--- src/rtl/uart_rx_fifo.sv ---
// UART 8N1 receiver with an 8-deep first-word-fall-through byte FIFO.
// rxd is double-synchronised. All frame timing is measured from the detected
// start edge: the start bit is checked at mid-bit, and each data bit and the
// stop bit are then sampled one full bit period after the previous sample.
module uart_rx_fifo #(
  parameter int CLKS_PER_BIT = 217,
  parameter int FIFO_AW      = 3
) (
  input  logic               clk,
  input  logic               resetn,
  input  logic               rxd,
  input  logic               rd_en,
  output logic [7:0]         rd_data,
  output logic               rd_valid,
  output logic [FIFO_AW:0]   count,
  output logic               rx_busy,
  output logic               overrun,
  output logic               frame_err,
  input  logic               clr_err
);

  localparam int DEPTH = 1 << FIFO_AW;
  localparam int CW    = $clog2(CLKS_PER_BIT);
  localparam logic [CW-1:0]      HALF_M1 = CW'(CLKS_PER_BIT / 2 - 1);
  localparam logic [CW-1:0]      FULL_M1 = CW'(CLKS_PER_BIT - 1);
  localparam logic [FIFO_AW:0]   FULL_CNT = (FIFO_AW + 1)'(DEPTH);

  typedef enum logic [2:0] {IDLE, START, DATA, STOP, WAIT_HIGH} state_t;

  logic               sync1_q, rx_s_q;
  state_t             state_q, state_d;
  logic [CW-1:0]      clk_cnt_q, clk_cnt_d;
  logic [2:0]         bit_idx_q, bit_idx_d;
  logic [7:0]         shift_q, shift_d;
  logic [FIFO_AW-1:0] wr_ptr_q, wr_ptr_d, rd_ptr_q, rd_ptr_d;
  logic [FIFO_AW:0]   count_q, count_d;
  logic               overrun_q, overrun_d, frame_err_q, frame_err_d;
  logic               push, stop_bad, pop, full, wr_en;
  logic [7:0]         mem [DEPTH];

  // Receive FSM next-state: counter, bit index, shift register, push/error strobes.
  always_comb begin
    state_d   = state_q;
    clk_cnt_d = clk_cnt_q + CW'(1);
    bit_idx_d = bit_idx_q;
    shift_d   = shift_q;
    push      = 1'b0;
    stop_bad  = 1'b0;
    case (state_q)
      IDLE: begin
        clk_cnt_d = '0;
        if (!rx_s_q) state_d = START;
      end
      START: begin
        if (clk_cnt_q == HALF_M1) begin
          clk_cnt_d = '0;
          bit_idx_d = '0;
          // A start bit that is high again at mid-bit was only a glitch.
          state_d   = rx_s_q ? IDLE : DATA;
        end
      end
      DATA: begin
        if (clk_cnt_q == FULL_M1) begin
          clk_cnt_d          = '0;
          shift_d[bit_idx_q] = rx_s_q;
          bit_idx_d          = bit_idx_q + 3'd1;
          if (bit_idx_q == 3'd7) state_d = STOP;
        end
      end
      STOP: begin
        if (clk_cnt_q == FULL_M1) begin
          clk_cnt_d = '0;
          if (rx_s_q) begin
            push    = 1'b1;
            state_d = IDLE;
          end else begin
            stop_bad = 1'b1;
            state_d  = WAIT_HIGH;
          end
        end
      end
      WAIT_HIGH: begin
        // Hold here through a break so it is reported only once.
        clk_cnt_d = '0;
        if (rx_s_q) state_d = IDLE;
      end
      default: state_d = IDLE;
    endcase
  end

  // FIFO bookkeeping and sticky error flags (a set beats clr_err in the same cycle).
  always_comb begin
    pop      = rd_en && (count_q != '0);
    full     = (count_q == FULL_CNT);
    // A pop in the same cycle frees the slot the push needs.
    wr_en    = push && (!full || pop);
    wr_ptr_d = wr_en ? wr_ptr_q + FIFO_AW'(1) : wr_ptr_q;
    rd_ptr_d = pop   ? rd_ptr_q + FIFO_AW'(1) : rd_ptr_q;
    count_d  = count_q;
    if (wr_en && !pop)      count_d = count_q + (FIFO_AW + 1)'(1);
    else if (!wr_en && pop) count_d = count_q - (FIFO_AW + 1)'(1);
    overrun_d   = (push && full && !pop) ? 1'b1 : (clr_err ? 1'b0 : overrun_q);
    frame_err_d = stop_bad ? 1'b1 : (clr_err ? 1'b0 : frame_err_q);
  end

  // State registers; synchroniser resets high so reset release is not a start edge.
  always_ff @(posedge clk or negedge resetn) begin
    if (!resetn) begin
      sync1_q     <= 1'b1;
      rx_s_q      <= 1'b1;
      state_q     <= IDLE;
      clk_cnt_q   <= '0;
      bit_idx_q   <= '0;
      shift_q     <= '0;
      wr_ptr_q    <= '0;
      rd_ptr_q    <= '0;
      count_q     <= '0;
      overrun_q   <= 1'b0;
      frame_err_q <= 1'b0;
    end else begin
      sync1_q     <= rxd;
      rx_s_q      <= sync1_q;
      state_q     <= state_d;
      clk_cnt_q   <= clk_cnt_d;
      bit_idx_q   <= bit_idx_d;
      shift_q     <= shift_d;
      wr_ptr_q    <= wr_ptr_d;
      rd_ptr_q    <= rd_ptr_d;
      count_q     <= count_d;
      overrun_q   <= overrun_d;
      frame_err_q <= frame_err_d;
    end
  end

  // FIFO storage; the completed byte is written on the stop-sample edge.
  always_ff @(posedge clk) begin
    if (wr_en) mem[wr_ptr_q] <= shift_q;
  end

  assign rd_valid  = (count_q != '0);
  assign rd_data   = rd_valid ? mem[rd_ptr_q] : 8'h00;
  assign count     = count_q;
  assign rx_busy   = (state_q != IDLE);
  assign overrun   = overrun_q;
  assign frame_err = frame_err_q;

endmodule
--- config.mk ---
export PLATFORM = sky130hd
export DESIGN_NAME = uart_rx_fifo
export DESIGN_NICKNAME = d
export VERILOG_FILES = /design/src/rtl/uart_rx_fifo.sv
export SDC_FILE = /design/constraint.sdc
export NUM_CORES = 1
export LEC_CHECK = 0
export CAP_MARGIN = 0
export CORE_UTILIZATION = 45
export DETAILED_ROUTE_END_ITERATION = 8
export GPL_TIMING_DRIVEN = 0
export PLACE_DENSITY = 0.72
export SLEW_MARGIN = 5
export SYNTH_ARGS = -nofsm -noshare
export SYNTH_HDL_FRONTEND = slang
export SYNTH_SLANG_ARGS = --single-unit
--- constraint.sdc ---
create_clock -name clk -period 3.6 [get_ports clk]
set_clock_uncertainty 0.2 [all_clocks]
set_input_delay 0.9 -clock clk [delete_from_list [all_inputs] [get_ports clk]]
set_output_delay 0.9 -clock clk [all_outputs]
set_load 0.01 [all_outputs]
==> metrics.cfg, run 1 <==
[run_status]
outcome = finished clean

[global_route]
antenna_found_initial = 0
grt_pass1_wl_mm = 12.5
grt.total_usage_pct = 16.7
grt_pass1_vias = 2442
grt_max_degree = 37
grt_overflow = 0

[clock_tree]
cts_sinks = 100
clk_pin_slew_ns = 0.10
cts_buffers = 9
tritoncts = done
clk_path_buf_depth = 2
cts-root-buf = clkbuf_8
cts_setup_buffers = 0
clock_latency_ns = 0.36
cts-htree-levels = 3

[hold_path]
min_to = rx_s_q
hp-start = sync1_q
hold_class = flop to flop
min_path_cells = 0

[power_and_ir_drop]
total_power_mw = 2.00
p_per_area_nw_per_um2 = 402
p_leak_nw = 2.00
ir_drop_uv = 187

[setup_path]
r2r_cells = 12
startpoint = rd_ptr_q[0]
end_kind = output port
cp.arrival_ns = 2.35
path_class = flop to output port
reg2reg_to = count[3]
ff2ff_setup_slack_ns = 0.30
reg2reg_from = clk_cnt_q[0]
critPathRequiredTime_ns = 2.50
cp-start-kind = flop
cp_max_fo = 10

[timing]
max_slew_margin_pct = 13.6
finalWorstSetupSlack_ns = 0.145
hold_ws_ns = 0.161
rsz0062_at_grt = no
fmax_ghz = 0.289
period_share_pct = 96.0
fin_crit_ns = 3.45
drv_slew = 0
setup_viol = 0
worstMarginPinSlew_ns = 1.29
final-hold-violation-count = 0

[floorplan]
die_h_um = 100
core-area_sq_um = 9330
rows = 35
start_util_pct = 46.7
pin_count = 21
dieArea_sq_um = 10100
die_w_um = 100

[synth]
avgSynthCellArea_sq_um = 15.7
ys_seq_elements = 100
synth-edff-count = 64
synth_seq_area_share_pct = 64.8
syn_inst = 278
yosys_warnings = 0
syn-num-nets = 293
ys_dominant_reg_cell = edfxtp_1
async_reset_ff_share_pct = 36.0
syn-cell-area_sq_um = 4360
ys_types = 45

[routing]
ant_nets = 0
vias = 2361
viasPerCell = 5.33
drcViolationCount = 0
firstDrtPassIters = 4
wl_mm = 7.39
detail_route.wl_per_cell_um = 16.7
drt_iter0_markers = 58

[finish]
layout_commonest_cell = edfxtp_1
instances_no_fill = 443
drive_gt1_share_pct = 21.7
final_cell_mix = edfxtp_1, dfrtp_1, nor2_1, clkdlybuf4s50_1, mux4_2
fin_util_pct = 53.2
area_delta_synth_final_pct = 13.9
antennaDiodeCount = 0
fillers = 779
fin_nets = 324

[placed_design]
dpl.hpwl_mm = 5.05
gp_congestion = 0.761
port_buffers = 20
dp_cells = 428
dp_slack_ns = -0.0257

[run]
maxCapViolCount = 0

-- cell usage after synthesis, types with 4 or more instances --
cell type,number,area [sq um]
edfxtp_1,64,1920
dfrtp_1,34,851
nor2_1,23,86.3
mux4_2,16,360
mux2_2,10,113
nand2_1,10,37.5
nor3_1,10,50.1
ha_1,9,113
inv_1,9,33.8
mux2i_1,9,90.1
xnor2_1,9,78.8
nand3_1,8,40.0
o21ai_0,7,35.0
buf_2,5,25.0
clkbuf_1,5,18.8
a21oi_1,4,20.0
nand2b_1,4,25.0
-- power by group --
group	switching [mW]	leakage [nW]	internal, mW	total, mW
Sequential	0.000635	1.22	1.21	1.21
Clock	0.381	0.109	0.390	0.771
Combinational	0.0112	0.664	0.00420	0.0154
Total	0.393	2.00	1.61	2.00
-- layout make-up --
type,count,area (sq um),area share (%)
Tap cell,129,161,3.25
Clock buffer,9,124,2.49
Multi-Input combinational cell,157,1450,29.3
Timing Repair Buffer,21,205,4.13
Buffer,11,72.6,1.46
Inverter,9,33.8,0.680
Clock inverter,7,90.1,1.81
Sequential cell,100,2830,56.9
-- stage by stage --
| step | setup TNS [ns] | instance area [sq um] |
|---|---|---|
| after global placement | -1.48 | 4720 |
| after floorplan | 0 | 4360 |
| after CTS | 0 | 4950 |
| after global routing | 0 | 4970 |
| final | 0 | 4970 |
| after detailed placement | -0.0257 | 4730 |
-- critical path: stages, from the launching register on --
cell	delay, ns
dfrtp_1	0.38
buf_6	0.18
buf_8	0.18
mux4_2	0.54
mux2i_1	0.15
nor2_1	0.05
clkdlybuf4s50_1	0.49
-- worst max path at each step --
stage	cells after the start	slack, ns	to
after global routing	12	0.01	count[3]
final	6	0.15	rd_data[4]
after CTS	5	0.02	rd_data[4]
after global placement	4	-0.19	mem[0][0]
after detailed placement	10	-0.03	count[3]
after floorplan	12	0.67	count[3]
-- layer usage --
layer	up-vias	wire length, um	track usage (%)
li1	1114	-	-
met3	8	187	3.97
met2	29	3650	27.1
met1	1210	3450	22.1
met4	0	101	5.69
met5	-	0	0
-- flip-flops by register name, summed over array words and instances (netlist names), 3 cells and up --
register   cells
state_q        3
clk_cnt_q      8
mem           64
rd_ptr_q       3
shift_q        8
wr_ptr_q       3
count          4
bit_idx_q      3
-- kinds of logic after synthesis --
kind of cell | synth area share (%)
flip-flops | 64.8
AND/OR/NAND/NOR | 11.3
multiplexers | 13.4
AO/OA/AOI/OAI | 3.13
buffers and inverters | 2.12
XOR/XNOR | 2.21
adder cells (fa/ha/maj) | 3.04
-- what timing repair did --
action                                 in CTS  in global routing
setup endpoints to repair                   8                  8
endpoints found under the hold margin       0                  0
gates resized for setup                     4                  4
gates cloned                                0                  0
hold buffers                                0                  0
Note: power is estimated with default switching activity, not from simulation.
==> inputs of run 2 (changes only) <==
--- a/config.mk
+++ b/config.mk
@@ -8,6 +8,7 @@
 export CAP_MARGIN = 0
 export CORE_UTILIZATION = 45
 export DETAILED_ROUTE_END_ITERATION = 8
+export GPL_ROUTABILITY_DRIVEN = 0
 export GPL_TIMING_DRIVEN = 0
 export PLACE_DENSITY = 0.72
 export SLEW_MARGIN = 5
==> results of run 2 <==
Final layout, timing and power as in run 1 (identical DEF).
